## src/rtl/cpr_pkg.sv

```systemverilog
// Shared CPR definitions: FSM state encoding and default 50 MHz timing constants.
// Used by both the prompter and the trainee-side monitor.
package cpr_pkg;

  typedef enum logic [1:0] {
    ST_IDLE     = 2'd0,
    ST_COMPRESS = 2'd1,
    ST_BREATHE  = 2'd2,
    ST_ALARM    = 2'd3
  } cpr_state_e;

  localparam int CPR_DEBOUNCE_CYC   = 3;
  localparam int CPR_MIN_INT        = 25_000_000;
  localparam int CPR_MAX_INT        = 30_000_000;
  localparam int CPR_COMP_PER_SET   = 30;
  localparam int CPR_BREATH_PER_SET = 2;
  localparam int CPR_IDLE_TIMEOUT   = 100_000_000;

endpackage

```

## src/rtl/cpr_debounce.sv

```systemverilog
// Two-flop synchroniser, stable-sample debouncer and rising-edge event pulse.
// The event pulse is registered together with the debounced level change.
module cpr_debounce #(
  parameter int DEBOUNCE_CYC = 3
) (
  input  logic clk,
  input  logic rst_n,
  input  logic i_din,
  output logic o_evt
);

  localparam int CW = $clog2(DEBOUNCE_CYC + 1);

  logic          r_s1, r_s2, r_level, r_evt;
  logic [CW-1:0] r_cnt;

  // r_cnt counts consecutive synchronised samples that differ from r_level
  always_ff @(posedge clk or negedge rst_n) begin
    if (!rst_n) begin
      r_s1    <= 1'b0;
      r_s2    <= 1'b0;
      r_level <= 1'b0;
      r_evt   <= 1'b0;
      r_cnt   <= '0;
    end else begin
      r_s1  <= i_din;
      r_s2  <= r_s1;
      r_evt <= 1'b0;
      if (r_s2 == r_level) begin
        r_cnt <= '0;
      end else if (r_cnt == CW'(DEBOUNCE_CYC - 1)) begin
        r_level <= r_s2;
        r_evt   <= r_s2;
        r_cnt   <= '0;
      end else begin
        r_cnt <= r_cnt + CW'(1);
      end
    end
  end

  assign o_evt = r_evt;

endmodule

```

## src/rtl/cpr_monitor.sv

```systemverilog
// Trainee-side CPR monitor: classifies compression intervals, checks the
// compression/breath sequence, counts completed sets and flags inactivity.
module cpr_monitor
  import cpr_pkg::*;
#(
  parameter int DEBOUNCE_CYC   = CPR_DEBOUNCE_CYC,
  parameter int MIN_INT        = CPR_MIN_INT,
  parameter int MAX_INT        = CPR_MAX_INT,
  parameter int COMP_PER_SET   = CPR_COMP_PER_SET,
  parameter int BREATH_PER_SET = CPR_BREATH_PER_SET,
  parameter int IDLE_TIMEOUT   = CPR_IDLE_TIMEOUT
) (
  input  logic        clk,
  input  logic        rst_n,
  input  logic        enable,
  input  logic        compress_in,
  input  logic        breath_in,
  output logic        rate_ok,
  output logic        rate_fast,
  output logic        rate_slow,
  output logic        seq_err,
  output logic        alarm,
  output logic [31:0] interval,
  output logic [5:0]  comp_count,
  output logic [1:0]  breath_count,
  output logic [7:0]  set_count,
  output logic [1:0]  state_out
);

  localparam logic [5:0]  CPS  = 6'(COMP_PER_SET);
  localparam logic [1:0]  BPS  = 2'(BREATH_PER_SET);
  localparam logic [31:0] TMO  = 32'(IDLE_TIMEOUT);
  localparam logic [31:0] MINI = 32'(MIN_INT);
  localparam logic [31:0] MAXI = 32'(MAX_INT);

  logic w_cevt, w_bevt_raw, w_bevt;

  cpr_debounce #(.DEBOUNCE_CYC(DEBOUNCE_CYC)) u_db_comp (
    .clk(clk), .rst_n(rst_n), .i_din(compress_in), .o_evt(w_cevt)
  );
  cpr_debounce #(.DEBOUNCE_CYC(DEBOUNCE_CYC)) u_db_breath (
    .clk(clk), .rst_n(rst_n), .i_din(breath_in), .o_evt(w_bevt_raw)
  );

  // A compression in the same cycle as a breath wins; the breath is dropped.
  assign w_bevt = w_bevt_raw & ~w_cevt;

  cpr_state_e  r_state, w_state;
  logic [31:0] r_timer, w_timer, w_tinc;
  logic [31:0] r_interval, w_interval;
  logic [5:0]  r_comp, w_comp;
  logic [1:0]  r_breath, w_breath;
  logic [7:0]  r_set, w_set;
  logic        r_ok, r_fast, r_slow, r_seq, r_alarm;
  logic        w_ok, w_fast, w_slow, w_seq;

  // Timer was cleared on the previous event's edge, so timer+1 is the spacing.
  assign w_tinc = (&r_timer) ? r_timer : r_timer + 32'd1;

  always_comb begin
    w_state    = r_state;
    w_timer    = w_tinc;
    w_interval = r_interval;
    w_comp     = r_comp;
    w_breath   = r_breath;
    w_set      = r_set;
    w_ok       = 1'b0;
    w_fast     = 1'b0;
    w_slow     = 1'b0;
    w_seq      = 1'b0;
    if (!enable) begin
      w_state  = ST_IDLE;
      w_timer  = '0;
      w_comp   = '0;
      w_breath = '0;
      w_set    = '0;
    end else begin
      unique case (r_state)
        ST_IDLE, ST_ALARM: begin
          if (w_cevt) begin
            w_state = ST_COMPRESS;
            w_comp  = 6'd1;
            w_timer = '0;
          end
        end
        ST_COMPRESS: begin
          if (w_cevt) begin
            w_timer    = '0;
            w_interval = w_tinc;
            w_fast     = (w_tinc < MINI);
            w_slow     = (w_tinc > MAXI);
            w_ok       = (w_tinc >= MINI) && (w_tinc <= MAXI);
            w_comp     = r_comp + 6'd1;
            if (r_comp + 6'd1 == CPS) begin
              w_state  = ST_BREATHE;
              w_breath = '0;
            end
          end else if (w_bevt) begin
            w_seq = 1'b1;
          end else if (r_timer == TMO) begin
            w_state = ST_ALARM;
            w_timer = '0;
          end
        end
        ST_BREATHE: begin
          if (w_cevt) begin
            w_seq    = 1'b1;
            w_state  = ST_COMPRESS;
            w_comp   = 6'd1;
            w_breath = '0;
            w_timer  = '0;
          end else if (w_bevt) begin
            w_timer = '0;
            if (r_breath + 2'd1 == BPS) begin
              w_state  = ST_COMPRESS;
              w_comp   = '0;
              w_breath = '0;
              w_set    = (r_set == 8'hFF) ? r_set : r_set + 8'd1;
            end else begin
              w_breath = r_breath + 2'd1;
            end
          end else if (r_timer == TMO) begin
            w_state = ST_ALARM;
            w_timer = '0;
          end
        end
      endcase
    end
  end

  always_ff @(posedge clk or negedge rst_n) begin
    if (!rst_n) begin
      r_state    <= ST_IDLE;
      r_timer    <= '0;
      r_interval <= '0;
      r_comp     <= '0;
      r_breath   <= '0;
      r_set      <= '0;
      r_ok       <= 1'b0;
      r_fast     <= 1'b0;
      r_slow     <= 1'b0;
      r_seq      <= 1'b0;
      r_alarm    <= 1'b0;
    end else begin
      r_state    <= w_state;
      r_timer    <= w_timer;
      r_interval <= w_interval;
      r_comp     <= w_comp;
      r_breath   <= w_breath;
      r_set      <= w_set;
      r_ok       <= w_ok;
      r_fast     <= w_fast;
      r_slow     <= w_slow;
      r_seq      <= w_seq;
      r_alarm    <= (w_state == ST_ALARM);
    end
  end

  assign rate_ok      = r_ok;
  assign rate_fast    = r_fast;
  assign rate_slow    = r_slow;
  assign seq_err      = r_seq;
  assign alarm        = r_alarm;
  assign interval     = r_interval;
  assign comp_count   = r_comp;
  assign breath_count = r_breath;
  assign set_count    = r_set;
  assign state_out    = r_state;

endmodule

```

## config.mk

```make
export PLATFORM = sky130hd
export DESIGN_NAME = cpr_monitor
export DESIGN_NICKNAME = d
export VERILOG_FILES = /design/src/rtl/cpr_pkg.sv /design/src/rtl/cpr_debounce.sv /design/src/rtl/cpr_monitor.sv
export SDC_FILE = /design/constraint.sdc
export NUM_CORES = 1
export LEC_CHECK = 0
export ABC_AREA = 1
export ABC_CLOCK_PERIOD_IN_PS = 6400
export CAP_MARGIN = 20
export CORE_MARGIN = 5
export CORE_UTILIZATION = 61
export DETAILED_ROUTE_END_ITERATION = 12
export PLACE_DENSITY = 0.92
export SETUP_SLACK_MARGIN = 0.4
export SYNTH_ARGS = -nofsm -noshare
export SYNTH_HDL_FRONTEND = slang
export SYNTH_SLANG_ARGS = --single-unit
```

## constraint.sdc

```tcl
create_clock -name clk -period 6.4 [get_ports clk]
set_input_delay 0.96 -clock clk [delete_from_list [all_inputs] [get_ports clk]]
set_output_delay 0.96 -clock clk [all_outputs]
set_load 0.005 [all_outputs]
```

# ---- Word-level counts from Yosys, hierarchy flattened
# Index checks and enable logic that the tools add are counted.
dict set report totals {
  output_inout_bits 55
  in_bits 5
  wordCells 129
  register_bits 99
}
dict set report classes {
  eq_ne 23
  add_sub_neg 6
  muxes 61
  n_lt_le_gt_ge 4
  bitwise 4
  n_reduce_logical 10
}
# operator count
set ops {}
lappend ops {{$mux 32} 8}
lappend ops {{$pmux 32 s3} 1}
lappend ops {{$mux 8} 6}
lappend ops {{$mux 2} 19}
lappend ops {{$mux 6} 6}
lappend ops {{$add 32x1->32 const B} 1}
lappend ops {{$eq 32x27->1 const B} 1}
lappend ops {{$ge 32x25->1 const B} 1}
lappend ops {{$gt 32x25->1 const B} 1}
lappend ops {{$le 32x25->1 const B} 1}
lappend ops {{$lt 32x25->1 const B} 1}
lappend ops {{$reduce_and 32->1} 1}
lappend ops {{$pmux 6 s3} 1}
lappend ops {{$mux 1} 17}
lappend ops {{$eq 2x2->1 const B} 6}
lappend ops {{$add 8x1->8 const B} 1}
lappend ops {{$eq 8x8->1 const B} 1}
lappend ops {{$ne 4x3->1 const B} 2}
lappend ops {{$reduce_and 4->1} 2}
lappend ops {{$add 2x1->2 const B} 3}
lappend ops {{$add 6x1->6 const B} 1}
lappend ops {{$eq 6x5->1 const B} 1}
lappend ops {{$ne 2x1->1 const B} 3}
lappend ops {{$ne 3x2->1 const B} 2}
lappend ops {{other kinds (16)} 21}

# ---- Logic depth before layout (Yosys ltp)
dict set report depth {
  ltp_word 8
  ltp_mapped 18
  mapped_depth_nobuf 18
}

# ---- Hierarchy
# Synthesis repeated with hierarchy kept, for this count alone.
dict set report hier_totals {
  cells_unflattened 763
  hier_area_um2 5464.0
}
# mod seq_area_each_um2 instances cells_per_inst area_each_um2
set modules_own_cells {}
lappend modules_own_cells {cpr_monitor 2177.1 1 719 5041.1}
lappend modules_own_cells {cpr_debounce 150.1 2 22 211.5}

# ---- Least setup slack after synthesis
# OpenSTA, ideal clock, no wires.
dict set report synth_path {
  kind {reg2reg}
  startpoint {register r_timer[0]}
  endpoint {register r_ok (netlist: rate_ok)}
  stages_incl_launch_ff 16
  period_less_slack_ns 2.150
  required_ns 6.328
  arrival_ns 2.078
  setup_ns 0.072
  slack_ns 4.250
  path_buffers 2
  cell_sequence {dfrtp_1 -> ha_1 -> inv_2 -> nor2_4 -> nand2_2 -> nor2_4 -> nand2_2 -> buf_6 -> buf_6 -> xor2_1 -> nand4_1 -> nor2_1 -> nand3_1 -> nand2_1 -> nand2_1 -> nor2_1}
}
dict set report synth_between {
  elab_chain_len 7
  elab_cells_between_ends 9
  classes_between {add/sub (1); order compare (2); mux (4); reduce/logical (2)}
}
# item line_no
set synth_lines {}
lappend synth_lines {{start, declared} cpr_monitor.sv:49} ;# logic [31:0] r_timer, w_timer, w_tinc;
lappend synth_lines {{start signal, assigned} cpr_monitor.sv:146} ;# r_timer <= w_timer;
lappend synth_lines {{$add 32x1->32 or $reduce_and 32->1 (tied branches)} cpr_monitor.sv:58} ;# assign w_tinc = (&r_timer) ? r_timer : r_timer + 32'd1;
lappend synth_lines {{$mux 32 *} cpr_monitor.sv:58}
lappend synth_lines {{$ge 32x25->1 or $le 32x25->1 (tied branches)} cpr_monitor.sv:92} ;# w_ok = (w_tinc >= MINI) && (w_tinc <= MAXI);
lappend synth_lines {{$logic_and 1x1->1 *} cpr_monitor.sv:92}
lappend synth_lines {{$mux 1 *} cpr_monitor.sv:87} ;# if (w_cevt) begin
lappend synth_lines {{$mux 1 *} cpr_monitor.sv:78} ;# unique case (r_state)
lappend synth_lines {{$mux 1 *} cpr_monitor.sv:71} ;# if (!enable) begin
lappend synth_lines {{via w_ok} cpr_monitor.sv:55} ;# logic w_ok, w_fast, w_slow, w_seq;
lappend synth_lines {{end signal, assigned} cpr_monitor.sv:151} ;# r_ok <= w_ok;
lappend synth_lines {{end, declared} cpr_monitor.sv:54} ;# logic r_ok, r_fast, r_slow, r_seq, r_alarm;
# Mark *: on every way through the listed nets, which the timed path passes. The rest lies on a longest branch.
# A chain may end at the register's enable or synchronous reset.

# ---- Worst setup path after layout
dict set report layout_path {
  startpoint {input port enable}
  endpoint {register r_interval[11] (netlist: interval[11])}
}
dict set report layout_between {
  elab_chain_len 1
}
# item line_no
set layout_lines {}
lappend layout_lines {{start, declared} cpr_monitor.sv:15} ;# input logic enable,
lappend layout_lines {{$reduce_and 3->1 (no line)} --}
lappend layout_lines {{end signal, assigned} cpr_monitor.sv:147} ;# r_interval <= w_interval;
lappend layout_lines {{end, declared} cpr_monitor.sv:50} ;# logic [31:0] r_interval, w_interval;
# Every way passes these cells.

==> flow_summary.json <==
{
  "status": "complete, no violations",
  "crit_fanout": 36,
  "insertion_delay_ns": 0.36,
  "grt_pass1_wl_um": 22600,
  "cts_num_sinks": 99,
  "antenna_cells": 0,
  "die_h_um": 103,
  "period_share_pct": 57.2,
  "cap_violations": 0,
  "r2r_cells": 15,
  "wl_per_cell_um": 15.2,
  "setup-violations-final": 0,
  "ys_types": 34,
  "slew_headroom_pct": 52.1,
  "numCtsBuffers": 9,
  "place_area_um2": 5950,
  "synthMuxAreaShare_pct": 0,
  "fmax_ghz": 0.273,
  "hpwl_um": 10600,
  "drtPass1Iterations": 5,
  "postCtsSetupRepairBufs": 0,
  "holdBufCountCts": 0,
  "final.setup.tns_ns": 0,
  "die_width_um": 103,
  "cts-root-buf": "clkbuf_8",
  "rows": 34,
  "ant_nets": 0,
  "grt_pass1_vias": 4809,
  "min-delay-start": "u_db_comp.r_s1",
  "timing.final.crit_period_ns": 3.66,
  "fin_area_um2": 6170,
  "synth_most_common_cell": "nand2_1",
  "core-area_um2": 8590,
  "die_area_um2": 10600,
  "gp_congestion": 0.941,
  "vias": 4925,
  "synth-seq-cells": 99,
  "yosysSeqAreaShare_pct": 46.8,
  "synth_edf_count": 0,
  "wl_um": 13600,
  "synth_area_per_cell_um2": 7.31,
  "synth_top_family_by_area": "simple AND/OR/NAND/NOR gates",
  "synth_xor_area_share_pct": 3.14,
  "grt_overflow_total": 0,
  "clk_pin_slew_ns": 0.09,
  "critPathLaunch": "enable",
  "leakage_nw": 2.78,
  "crit_path_end": "interval[11]",
  "yosys.area.top_type_share_pct": 46.8,
  "crit_path_end_kind": "flop",
  "hold_viol_final": 0,
  "drc_errors": 0,
  "first_iter_violations": 259,
  "syn_to_final_growth_pct": 16.6,
  "nNetsFinal": 795,
  "rsz0062_at_grt": "no",
  "cts.repair.resized": 0,
  "syn_inst": 724,
  "setup.worst_path.start_class": "primary input",
  "pin_count": 60,
  "synth_top_cell_by_area": "dfrtp_1",
  "synth_flop_cell": "dfrtp_1",
  "cts_max_level": 3,
  "ir_worst_vdd_uv": 143,
  "synth_warnings": 0,
  "drive_gt1_share_pct": 4.19,
  "routed_via_density": 5.50,
  "yosys.area_share.simple_pct": 33.9,
  "tightest_slew_ns": 0.716,
  "cts_buffer_depth": 2,
  "grt_max_degree": 57,
  "slew_violations": 0,
  "holdCritPathClass": "flop to flop",
  "worstReg2RegStart": "r_timer[0]",
  "cts_tree": "built",
  "path_class": "primary input to flop",
  "synth_compound_area_share_pct": 7.02,
  "r2r_setup_slack_ns": 3.19,
  "rr_endpoint": "rate_ok",
  "skew_ns": 0.0147,
  "netlist_top_cells_count": "nand2_1 (218), nor2_1 (125), dfrtp_1 (99)",
  "crit_required_ns": 6.66,
  "track_usage_pct": 27.3,
  "io_buffers": 59,
  "critPathArrivalTime_ns": 3.92,
  "synth_area_um2": 5290,
  "powerDensity_nw_per_um2": 270,
  "start_util_pct": 61.6,
  "antenna_found_initial": 0,
  "synthTopCellsByArea": "dfrtp_1 (47%), nand2_1 (15%), nor2_1 (8.9%)",
  "yosys.area_share.adder_pct": 1.65,
  "syn_nets": 736,
  "synthArstFlopShare_pct": 100
}
==> registers in the layout (all words and copies together), names as in the netlist, 2 cells and up <==
signal and cells:
r_timer 32, state_out 2, u_db_comp.r_cnt 2, u_db_breath.r_cnt 2, breath_count 2, interval 32, comp_count 6, set_count 8
==> layout by cell type (no fill, tap or decap), types with 4 or more instances in the layout <==
| cell | n |
|---|---|
| nand2_1 | 218 |
| nor2_1 | 125 |
| dfrtp_1 | 99 |
| inv_1 | 79 |
| clkdlybuf4s50_1 | 58 |
| nand3_1 | 50 |
| o21ai_0 | 40 |
| a21oi_1 | 13 |
| nor3_1 | 11 |
| nand4_1 | 11 |
| xor2_1 | 11 |
| clkbuf_8 | 9 |
| xnor2_1 | 8 |
| ha_1 | 7 |
| inv_2 | 4 |
| o22ai_1 | 4 |
==> cell type report <==
type | count | area, um^2
Sequential cell | 99 | 2480
Fill cell | 710 | 2420
Multi-Input combinational cell | 526 | 2420
Timing Repair Buffer | 62 | 631
Inverter | 85 | 319
Tap cell | 108 | 135
Clock buffer | 11 | 131
Clock inverter | 5 | 60.1
==> where the power goes <==
part	total [mW]	internal (mW)	switching, mW
Combinational	0.489	0.223	0.266
Sequential	0.776	0.711	0.0652
Clock	0.402	0.184	0.218
==> logic make-up after synthesis <==
logic type | Yosys count
xor gates and xnor gates | 19
and+or+nand+nor | 432
buffers and inverters | 99
DFF | 99
adders and majority gates | 7
AOI/OAI and AO/OA | 68
==> per-stage QoR <==
stage               util, %  instances  setup slack, ns  power, mW  hold slack [ns]
floorplan                 -        724             4.25       1.03            0.331
global placement       69.3        879             2.62       1.22            0.333
detailed placement     69.3        879             2.37       1.25            0.338
CTS                    71.5        895             2.74       1.65            0.359
global route           71.8        896             2.44       1.76            0.365
finish                 71.8        896             2.74       1.67            0.358
==> routing by layer <==
| metal | global-route usage, % | vias to the layer above | share of wire, % |
|---|---|---|---|
| li1 | - | 2398 | - |
| met1 | 35.2 | 2318 | 42 |
| met2 | 46.5 | 179 | 49 |
| met3 | 5.07 | 30 | 6.2 |
| met4 | 8.86 | 0 | 2.5 |
| met5 | 0 | - | 0 |
==> worst min path at each step <==
stage	cells past startpoint	end	slack (ns)
final	0	u_db_comp.r_s2	0.36
after global routing	0	u_db_comp.r_s2	0.36
after CTS	0	u_db_breath.r_s2	0.36
after detailed placement	0	u_db_breath.r_s2	0.34
after global placement	0	u_db_comp.r_s2	0.33
after floorplan	0	u_db_breath.r_s2	0.33
==> worst max-delay path, cell delays in order <==
cell and delay (ns):
clkdlybuf4s50_1 0.74, clkinv_1 0.38, nor3_2 0.48, clkinv_1 0.65, buf_4 0.45, o21ai_0 0.24
(Power assumes the default switching activity.)
